## src/rtl/pe_pkg.sv

```systemverilog
// Shared types and helpers for the outer-product MAC processing element.
package pe_pkg;

    typedef enum logic [2:0] {
        IDLE,
        LOAD_A,
        LOAD_B,
        ISSUE,
        FLUSH,
        DRAIN
    } pe_state_t;

    // Default tile shape: A_NUM x B_NUM accumulators per PE.
    localparam int A_NUM     = 2;
    localparam int B_NUM     = 2;
    localparam int ACC_DEPTH = A_NUM * B_NUM;

    // Accumulator address of the product a_buf[i] * (B word j).
    function automatic int unsigned acc_addr(input int unsigned j,
                                             input int unsigned i,
                                             input int          a_num_width);
        return (j << a_num_width) | i;
    endfunction

endpackage

```

## src/rtl/pe_mul_pipe.sv

```systemverilog
// MUL_LAT-stage signed multiplier; address and first-step flag travel with the data.
module pe_mul_pipe #(
    parameter int D_WIDTH = 16,
    parameter int ADDR_W  = 2,
    parameter int MUL_LAT = 2
) (
    input  logic                         clk,
    input  logic                         rst,
    input  logic                         in_valid,
    input  logic signed [D_WIDTH-1:0]    in_a,
    input  logic signed [D_WIDTH-1:0]    in_b,
    input  logic [ADDR_W-1:0]            in_addr,
    input  logic                         in_first,
    output logic                         out_valid,
    output logic signed [2*D_WIDTH-1:0]  out_prod,
    output logic [ADDR_W-1:0]            out_addr,
    output logic                         out_first
);

    logic [MUL_LAT-1:0]          v_q;
    logic [MUL_LAT-1:0]          first_q;
    logic [ADDR_W-1:0]           addr_q [MUL_LAT];
    logic signed [D_WIDTH-1:0]   a_q;
    logic signed [D_WIDTH-1:0]   b_q;
    logic signed [2*D_WIDTH-1:0] prod_c;

    assign prod_c = a_q * b_q;

    always_ff @(posedge clk) begin
        if (rst) begin
            v_q <= '0;
        end else begin
            v_q[0] <= in_valid;
            for (int unsigned s = 1; s < MUL_LAT; s++) begin
                v_q[s] <= v_q[s-1];
            end
        end
    end

    always_ff @(posedge clk) begin
        a_q        <= in_a;
        b_q        <= in_b;
        addr_q[0]  <= in_addr;
        first_q[0] <= in_first;
        for (int unsigned s = 1; s < MUL_LAT; s++) begin
            addr_q[s]  <= addr_q[s-1];
            first_q[s] <= first_q[s-1];
        end
    end

    // Stage 0 holds the operands; the product is registered in each later stage.
    if (MUL_LAT == 1) begin : g_prod_comb
        assign out_prod = prod_c;
    end else begin : g_prod_pipe
        logic signed [2*D_WIDTH-1:0] p_q [MUL_LAT-1];

        always_ff @(posedge clk) begin
            p_q[0] <= prod_c;
            for (int unsigned s = 1; s < MUL_LAT - 1; s++) begin
                p_q[s] <= p_q[s-1];
            end
        end

        assign out_prod = p_q[MUL_LAT-2];
    end

    assign out_valid = v_q[MUL_LAT-1];
    assign out_addr  = addr_q[MUL_LAT-1];
    assign out_first = first_q[MUL_LAT-1];

endmodule

```

## src/rtl/pe_mac_tile.sv

```systemverilog
// Systolic outer-product MAC tile: loads A/B slices, forwards them east/south,
// accumulates A_NUM x B_NUM products over N k-steps and streams the results out.
module pe_mac_tile
    import pe_pkg::*;
#(
    parameter int D_WIDTH     = 16,
    parameter int ACC_WIDTH   = 48,
    parameter int A_NUM_WIDTH = $clog2(A_NUM),
    parameter int B_NUM_WIDTH = $clog2(B_NUM),
    parameter int N_MAX_WIDTH = 16,
    parameter int MUL_LAT     = 2,
    parameter int PID         = 0,
    parameter bit FWD_EN      = 1'b1
) (
    input  logic                   clk,
    input  logic                   rst,
    input  logic                   start,
    input  logic [N_MAX_WIDTH-1:0] N_in,
    input  logic [D_WIDTH-1:0]     a_in_data,
    input  logic                   a_in_valid,
    output logic                   a_in_ready,
    input  logic [D_WIDTH-1:0]     b_in_data,
    input  logic                   b_in_valid,
    output logic                   b_in_ready,
    output logic [D_WIDTH-1:0]     a_out_data,
    output logic                   a_out_valid,
    input  logic                   a_out_ready,
    output logic [D_WIDTH-1:0]     b_out_data,
    output logic                   b_out_valid,
    input  logic                   b_out_ready,
    output logic [ACC_WIDTH-1:0]   res_data,
    output logic                   res_valid,
    input  logic                   res_ready,
    output logic                   res_last,
    output logic [7:0]             pid_out,
    output logic                   busy,
    output logic                   done
);

    localparam int A_CNT  = 1 << A_NUM_WIDTH;
    localparam int B_CNT  = 1 << B_NUM_WIDTH;
    localparam int DEPTH  = A_CNT * B_CNT;
    localparam int AW     = (A_NUM_WIDTH > 0) ? A_NUM_WIDTH : 1;
    localparam int BW     = (B_NUM_WIDTH > 0) ? B_NUM_WIDTH : 1;
    localparam int ADDR_W = (A_NUM_WIDTH + B_NUM_WIDTH > 0) ? A_NUM_WIDTH + B_NUM_WIDTH : 1;
    localparam int FW     = $clog2(MUL_LAT + 1);

    localparam logic [AW-1:0]     A_LAST  = AW'(A_CNT - 1);
    localparam logic [BW-1:0]     B_LAST  = BW'(B_CNT - 1);
    localparam logic [ADDR_W-1:0] D_LAST  = ADDR_W'(DEPTH - 1);
    localparam logic [FW-1:0]     FL_LAST = FW'(MUL_LAT);

    if (ACC_WIDTH < 2 * D_WIDTH) begin : g_chk_acc
        $error("ACC_WIDTH must be at least 2*D_WIDTH");
    end
    if (MUL_LAT < 1) begin : g_chk_lat
        $error("MUL_LAT must be at least 1");
    end
    if (DEPTH < MUL_LAT + 2) begin : g_chk_hazard
        $error("A_NUM*B_NUM must be at least MUL_LAT+2");
    end

    pe_state_t              state;
    logic [N_MAX_WIDTH-1:0] n_lat;
    logic [N_MAX_WIDTH-1:0] k;
    logic [N_MAX_WIDTH-1:0] k_nx;
    logic [AW-1:0]          a_idx;
    logic [BW-1:0]          j;
    logic [ADDR_W-1:0]      d;
    logic [ADDR_W-1:0]      d_nx;
    logic [FW-1:0]          fl;
    logic                   zero_job;

    logic [D_WIDTH-1:0]     a_buf [A_CNT];
    logic [D_WIDTH-1:0]     b_reg;
    logic [ACC_WIDTH-1:0]   acc [DEPTH];

    logic                   iss_valid;
    logic [ADDR_W-1:0]      iss_addr;
    logic                   mul_valid;
    logic signed [2*D_WIDTH-1:0] mul_prod;
    logic [ADDR_W-1:0]      mul_addr;
    logic                   mul_first;
    logic [ACC_WIDTH-1:0]   prod_ext;

    logic                   a_fire;
    logic                   b_fire;

    assign a_in_ready = (state == LOAD_A) && (!a_out_valid || a_out_ready || !FWD_EN);
    assign b_in_ready = (state == LOAD_B) && (!b_out_valid || b_out_ready || !FWD_EN);
    assign a_fire     = a_in_valid && a_in_ready;
    assign b_fire     = b_in_valid && b_in_ready;

    assign busy    = (state != IDLE);
    assign pid_out = 8'(PID);
    assign k_nx    = k + 1'b1;
    assign d_nx    = d + 1'b1;

    assign iss_valid = (state == ISSUE);
    assign iss_addr  = ADDR_W'(acc_addr(32'(j), 32'(a_idx), A_NUM_WIDTH));

    pe_mul_pipe #(
        .D_WIDTH (D_WIDTH),
        .ADDR_W  (ADDR_W),
        .MUL_LAT (MUL_LAT)
    ) u_mul (
        .clk       (clk),
        .rst       (rst),
        .in_valid  (iss_valid),
        .in_a      (a_buf[a_idx]),
        .in_b      (b_reg),
        .in_addr   (iss_addr),
        .in_first  (k == '0),
        .out_valid (mul_valid),
        .out_prod  (mul_prod),
        .out_addr  (mul_addr),
        .out_first (mul_first)
    );

    assign prod_ext = ACC_WIDTH'(mul_prod);

    // A pending write-back sampled together with rst is dropped, so an aborted job leaves no trace.
    always_ff @(posedge clk) begin
        if (!rst && mul_valid) begin
            acc[mul_addr] <= mul_first ? prod_ext : acc[mul_addr] + prod_ext;
        end
    end

    always_ff @(posedge clk) begin
        if (rst) begin
            state       <= IDLE;
            n_lat       <= '0;
            k           <= '0;
            a_idx       <= '0;
            j           <= '0;
            d           <= '0;
            fl          <= '0;
            zero_job    <= 1'b0;
            a_out_data  <= '0;
            a_out_valid <= 1'b0;
            b_out_data  <= '0;
            b_out_valid <= 1'b0;
            res_data    <= '0;
            res_valid   <= 1'b0;
            res_last    <= 1'b0;
            done        <= 1'b0;
        end else begin
            done <= 1'b0;

            if (FWD_EN) begin
                if (a_fire) begin
                    a_out_data  <= a_in_data;
                    a_out_valid <= 1'b1;
                end else if (a_out_ready) begin
                    a_out_valid <= 1'b0;
                end
                if (b_fire) begin
                    b_out_data  <= b_in_data;
                    b_out_valid <= 1'b1;
                end else if (b_out_ready) begin
                    b_out_valid <= 1'b0;
                end
            end

            case (state)
                IDLE: begin
                    if (start) begin
                        n_lat <= N_in;
                        k     <= '0;
                        j     <= '0;
                        a_idx <= '0;
                        d     <= '0;
                        if (N_in == '0) begin
                            zero_job  <= 1'b1;
                            res_valid <= 1'b1;
                            res_data  <= '0;
                            res_last  <= (DEPTH == 1);
                            state     <= DRAIN;
                        end else begin
                            zero_job <= 1'b0;
                            state    <= LOAD_A;
                        end
                    end
                end
                LOAD_A: begin
                    if (a_fire) begin
                        a_buf[a_idx] <= a_in_data;
                        if (a_idx == A_LAST) begin
                            a_idx <= '0;
                            state <= LOAD_B;
                        end else begin
                            a_idx <= a_idx + 1'b1;
                        end
                    end
                end
                LOAD_B: begin
                    if (b_fire) begin
                        b_reg <= b_in_data;
                        state <= ISSUE;
                    end
                end
                ISSUE: begin
                    if (a_idx == A_LAST) begin
                        a_idx <= '0;
                        if (j != B_LAST) begin
                            j     <= j + 1'b1;
                            state <= LOAD_B;
                        end else begin
                            j <= '0;
                            k <= k_nx;
                            if (k_nx < n_lat) begin
                                state <= LOAD_A;
                            end else begin
                                fl    <= '0;
                                state <= FLUSH;
                            end
                        end
                    end else begin
                        a_idx <= a_idx + 1'b1;
                    end
                end
                FLUSH: begin
                    if (fl == FL_LAST) begin
                        d         <= '0;
                        res_valid <= 1'b1;
                        res_data  <= acc[0];
                        res_last  <= (DEPTH == 1);
                        state     <= DRAIN;
                    end else begin
                        fl <= fl + 1'b1;
                    end
                end
                DRAIN: begin
                    if (res_ready) begin
                        if (d == D_LAST) begin
                            res_valid <= 1'b0;
                            res_last  <= 1'b0;
                            done      <= 1'b1;
                            state     <= IDLE;
                        end else begin
                            d        <= d_nx;
                            res_data <= zero_job ? '0 : acc[d_nx];
                            res_last <= (d_nx == D_LAST);
                        end
                    end
                end
                default: state <= IDLE;
            endcase
        end
    end

endmodule
```

## config.mk

```make
export PLATFORM = sky130hd
export DESIGN_NAME = pe_mac_tile
export DESIGN_NICKNAME = d
export VERILOG_FILES = /design/src/rtl/pe_pkg.sv /design/src/rtl/pe_mul_pipe.sv /design/src/rtl/pe_mac_tile.sv
export SDC_FILE = /design/constraint.sdc
export NUM_CORES = 1
export LEC_CHECK = 0
export ABC_AREA = 1
export ABC_CLOCK_PERIOD_IN_PS = 6700
export CAP_MARGIN = 20
export CORE_MARGIN = 5
export CORE_UTILIZATION = 45
export CTS_BUF_LIST = sky130_fd_sc_hd__clkbuf_4
export DETAILED_ROUTE_END_ITERATION = 10
export PLACE_DENSITY = 0.63
export RECOVER_POWER = 50
export SYNTH_ARGS = -nofsm -noshare
export SYNTH_HDL_FRONTEND = slang
export SYNTH_SLANG_ARGS = --single-unit
```

## constraint.sdc

```tcl
create_clock -name clk -period 6.7 [get_ports clk]
set_input_delay 0.67 -clock clk [delete_from_list [all_inputs] [get_ports clk]]
set_output_delay 0.67 -clock clk [all_outputs]
set_load 0.02 [all_outputs]
```

==> results.md <==
Cells and area:
- The filler cell count is between 7,000 and 8,000.
- Leaving out fill and tap cells, the most frequent cells in the layout are sky130_fd_sc_hd__nand2_1 (1,004), sky130_fd_sc_hd__inv_1 (832), sky130_fd_sc_hd__nor2_1 (382).
- The layout overhead on the synthesized area is 11.4%.
- The largest registers in the layout are acc x192, res_data x48.
- The flip-flop count of the largest register after layout is 192.
- In the final layout, flip-flops and latches occupy 0.0112 mm².
- The number of nets in the layout is between 4,000 and 5,000.
- acc holds more flip-flops than any other register.
- The combined area of the multi-input logic cells is 0.0176 mm².
- The fraction of layout instances using a drive strength above 1 is 5.82%.
- Leaving out fill and tap cells, the most frequent cell in the layout is sky130_fd_sc_hd__nand2_1.

Timing:
- The routed design could run at a clock period as short as 6.00 ns.
- The worst pin sits at a relative slew slack of -102%.
- The final hold violation count came to 0.
- Between clock sinks in the finished design, the worst skew comes to 0.106 ns.
- The pin slew with the least headroom to its limit is 3.02 ns.
- Setup repair after global routing left no endpoint under its margin.
- Static timing analysis puts the maximum clock frequency at about 0.17 GHz.
- The final max-slew violation count was between 200 and 300.
- After routing, the total negative slack on setup checks comes to 0 ns.
- The ratio of final minimum period to clock period is 89.5%.
- Setup violations remaining at the end of the flow were counted as 0.

Synthesis:
- The number of distinct library cell variants in the gate-level netlist after synthesis is 48.
- The netlist area before placement is 0.0327 mm².
- The synthesized flop and latch total is 439.
- The portion of synthesized cell area occupied by the leading cell type is 22.0%.
- The sequential share of the synthesized area is 34.2%.
- sky130_fd_sc_hd__edfxtp_1 takes more of the synthesized area than any other cell.
- Counting every instance in the synthesized netlist gives ~4,200.
- The proportion of synthesized flip-flops having asynchronous set or reset is 0%.
- In this run the mean area of a mapped cell was 7.82 µm².
- The number of synthesis warnings is 0.
- The predominant post-synthesis flop cell is sky130_fd_sc_hd__edfxtp_1.
- The synthesized design contains 240 enable-type register cells.
- After synthesis, the cell types taking the most area are sky130_fd_sc_hd__edfxtp_1 (22%), sky130_fd_sc_hd__fa_1 (16%), sky130_fd_sc_hd__dfxtp_1 (12%), sky130_fd_sc_hd__nand2_1 (12%), sky130_fd_sc_hd__inv_1 (9.5%).

Floorplanning:
- The floorplan die width is 280 µm.
- 152 I/O pins were placed.
- The die footprint is 0.0782 mm².
- From bottom edge to top edge, the die measures about 280 µm.
- For this configuration, the core starts out at a cell density of 45.6%.
- The number of rows in the core area is about 100.
- After floorplanning, the core was sized to cover 0.0719 mm².

Clock network:
- The CTS tree is done.
- The H-tree was split into 3 levels.
- The source-to-sink clock delay at the later pin of the worst-skew pair is 0.90 ns.
- The number of buffers created by CTS is 116.
- The cell at the root of the clock tree is sky130_fd_sc_hd__clkbuf_4.
- The number of setup buffers added after CTS is 0.
- No sink is reached through more buffers than the 3 on the longest clock path.
- For this design, the sink count on the clock tree is 439.
- Clock-pin slew was measured on the worst setup and hold paths at 0.07 ns.
- The number of hold buffers added after CTS is 0.
- The number of resized instances in the post-cts repair step is 0.

Setup path:
- The worst setup path endpoint is u_mul.g_prod_pipe.p_q[0][24].
- STA classifies the critical path endpoint as a flop.
- The worst path arrival time is 6.77 ns.
- The critical path starts at u_mul.b_q[1].
- The type of the worst setup path is flop to flop.
- The worst-case reg-to-reg path depth is 16.
- The worst register-to-register path has a setup slack of 0.70 ns.
- In this run the critical register-to-register path is launched from u_mul.b_q[1].
- The category of the worst setup path launch point is a flop.
- The capture point of the worst reg-to-reg path is u_mul.g_prod_pipe.p_q[0][24].
- The data required time of the critical path is 7.48 ns.
- Of all nets on the critical path, the largest fanout is 16.

Detailed routing:
- The count of antenna-violating nets left after detailed routing is 0.
- The post-detailed-route wirelength per cell is 16.5 µm.
- The detailed-routed wire length on met2 is slightly below 40 mm.
- For this block, the initial DRC count from the detailed router was 1,877.
- The highest layer used for signal routing is met4.
- The routed via count divided by cell count is approximately 5.0.
- The post-detailed-route DRC marker count is 0.
- The routed length on met1 is 40.8 mm.
- The met3 wire length is 6.40 mm.
- The total vias in the final route is 26,931.
- For this run, the detailed router's first-pass iteration total came to 8.
- Summed over all layers, the routed wires come to 88.8 mm.

GRT:
- Entering global routing, the biggest net connects 82 pins.
- The first global-routing pass estimated 143 mm of wire.
- The combined global-route utilization of all metal layers is 22.7%.
- The via count of the first global-routing pass was 26,639.
- The initial antenna violation count came to 1.
- The global-route congestion overflow total is 0.

Status:
- The run finished, with violations left.
- The final reports fail on max-capacitance violations, max-slew violations.

Placed design:
- The global placement routability congestion is 0.985.
- The count of input and output buffers is 143.
- The placed wire-length estimate after detailed placement is 67.8 mm.

Min path:
- In this run the worst hold path is classified as flop to flop.

Run:
- Max-cap violations in this run came to 7.
-- through the flow --
stage / utilization, % / worst slack [ns] / cells / instance area [µm²] / hold WS, ns
3_3_place_gp: 48.7 / 0.683 / 5151 / 35000 / 0.310
5_1_grt: 50.7 / 0.264 / 5370 / 36500 / 0.314
3_5_place_dp: 48.7 / 0.650 / 5151 / 35000 / 0.312
6_report: 50.7 / 0.705 / 5370 / 36500 / 0.326
2_1_floorplan: - / 1.20 / 4195 / 32800 / 0.310
4_1_cts: 50.8 / 0.650 / 5369 / 36500 / 0.255
-- metal layers --
metal,GRT usage [%],vias up
li1,-,13393
met1,31.5,12563
met2,36.0,845
met3,4.75,130
met4,7.31,0
met5,0,-
-- synthesized netlist by cell type, drive strengths merged (6+ instances only) --
master,number
a21o,9
a21oi,158
a22oi,47
buf,37
clkbuf,141
clkinv,6
dfxtp,199
edfxtp,240
fa,263
ha,149
inv,837
nand2,1006
nand3,168
nand3b,10
nand4,31
nor2,388
nor3,24
o211ai,49
o21ai,334
or2,22
xnor2,13
xor2,35
-- layout make-up --
class | instances | area share (%)
inverters | 843 | 8.69
clock inverters | 47 | 0.687
repair buffers | 184 | 4.73
multi-input cells | 2735 | 48.4
clock buffers | 171 | 3.52
well taps | 950 | 3.26
diodes | 1 | 0.00687
flip-flops and latches | 439 | 30.7
-- worst min path at each step --
| stage | from | end | slack, ns | depth (start not counted) |
|---|---|---|---|---|
| global placement | u_mul.first_q[0] | u_mul.first_q[1] | 0.31 | 0 |
| CTS | res_ready | done | 0.25 | 3 |
| global route | res_ready | done | 0.31 | 3 |
| detailed placement | u_mul.addr_q[0][0] | u_mul.addr_q[0][2] | 0.31 | 0 |
| floorplan | u_mul.addr_q[0][0] | u_mul.addr_q[0][2] | 0.31 | 0 |
| finish | u_mul.addr_q[0][0] | u_mul.addr_q[0][2] | 0.33 | 0 |
-- cell families (layout without fill, tap and decap cells) --
kind of cell    count (synthesis)  count (layout)  synth area share [%]
simple gates                 1653            1653                  20.4
buf+inv                      1021            1245                  12.0
fa+ha+maj                     412             412                  21.8
compound gates                614             614                  10.3
other cells                     1               9                0.0115
flops                         439             439                  34.2
xor+xnor                       48              48                  1.28
-- critical path, stage by stage (launching register included) --
cell,delay [ns]
sky130_fd_sc_hd__dfxtp_1,0.69
sky130_fd_sc_hd__nand2_1,0.19
sky130_fd_sc_hd__inv_1,0.16
sky130_fd_sc_hd__fa_1,0.53
sky130_fd_sc_hd__fa_1,0.88
sky130_fd_sc_hd__fa_1,0.52
sky130_fd_sc_hd__fa_1,0.50
sky130_fd_sc_hd__fa_1,0.49
sky130_fd_sc_hd__inv_1,0.05
sky130_fd_sc_hd__fa_1,0.47
sky130_fd_sc_hd__inv_1,0.04
sky130_fd_sc_hd__ha_1,0.34
sky130_fd_sc_hd__nand2_1,0.14
sky130_fd_sc_hd__nor3_1,0.32
sky130_fd_sc_hd__nand3_1,0.14
sky130_fd_sc_hd__o211ai_1,0.24
sky130_fd_sc_hd__xor2_1,0.23
Power is left out: the tool's default activity adds up to more than one toggle a clock period on the data nets, which glitch-free logic cannot reach.
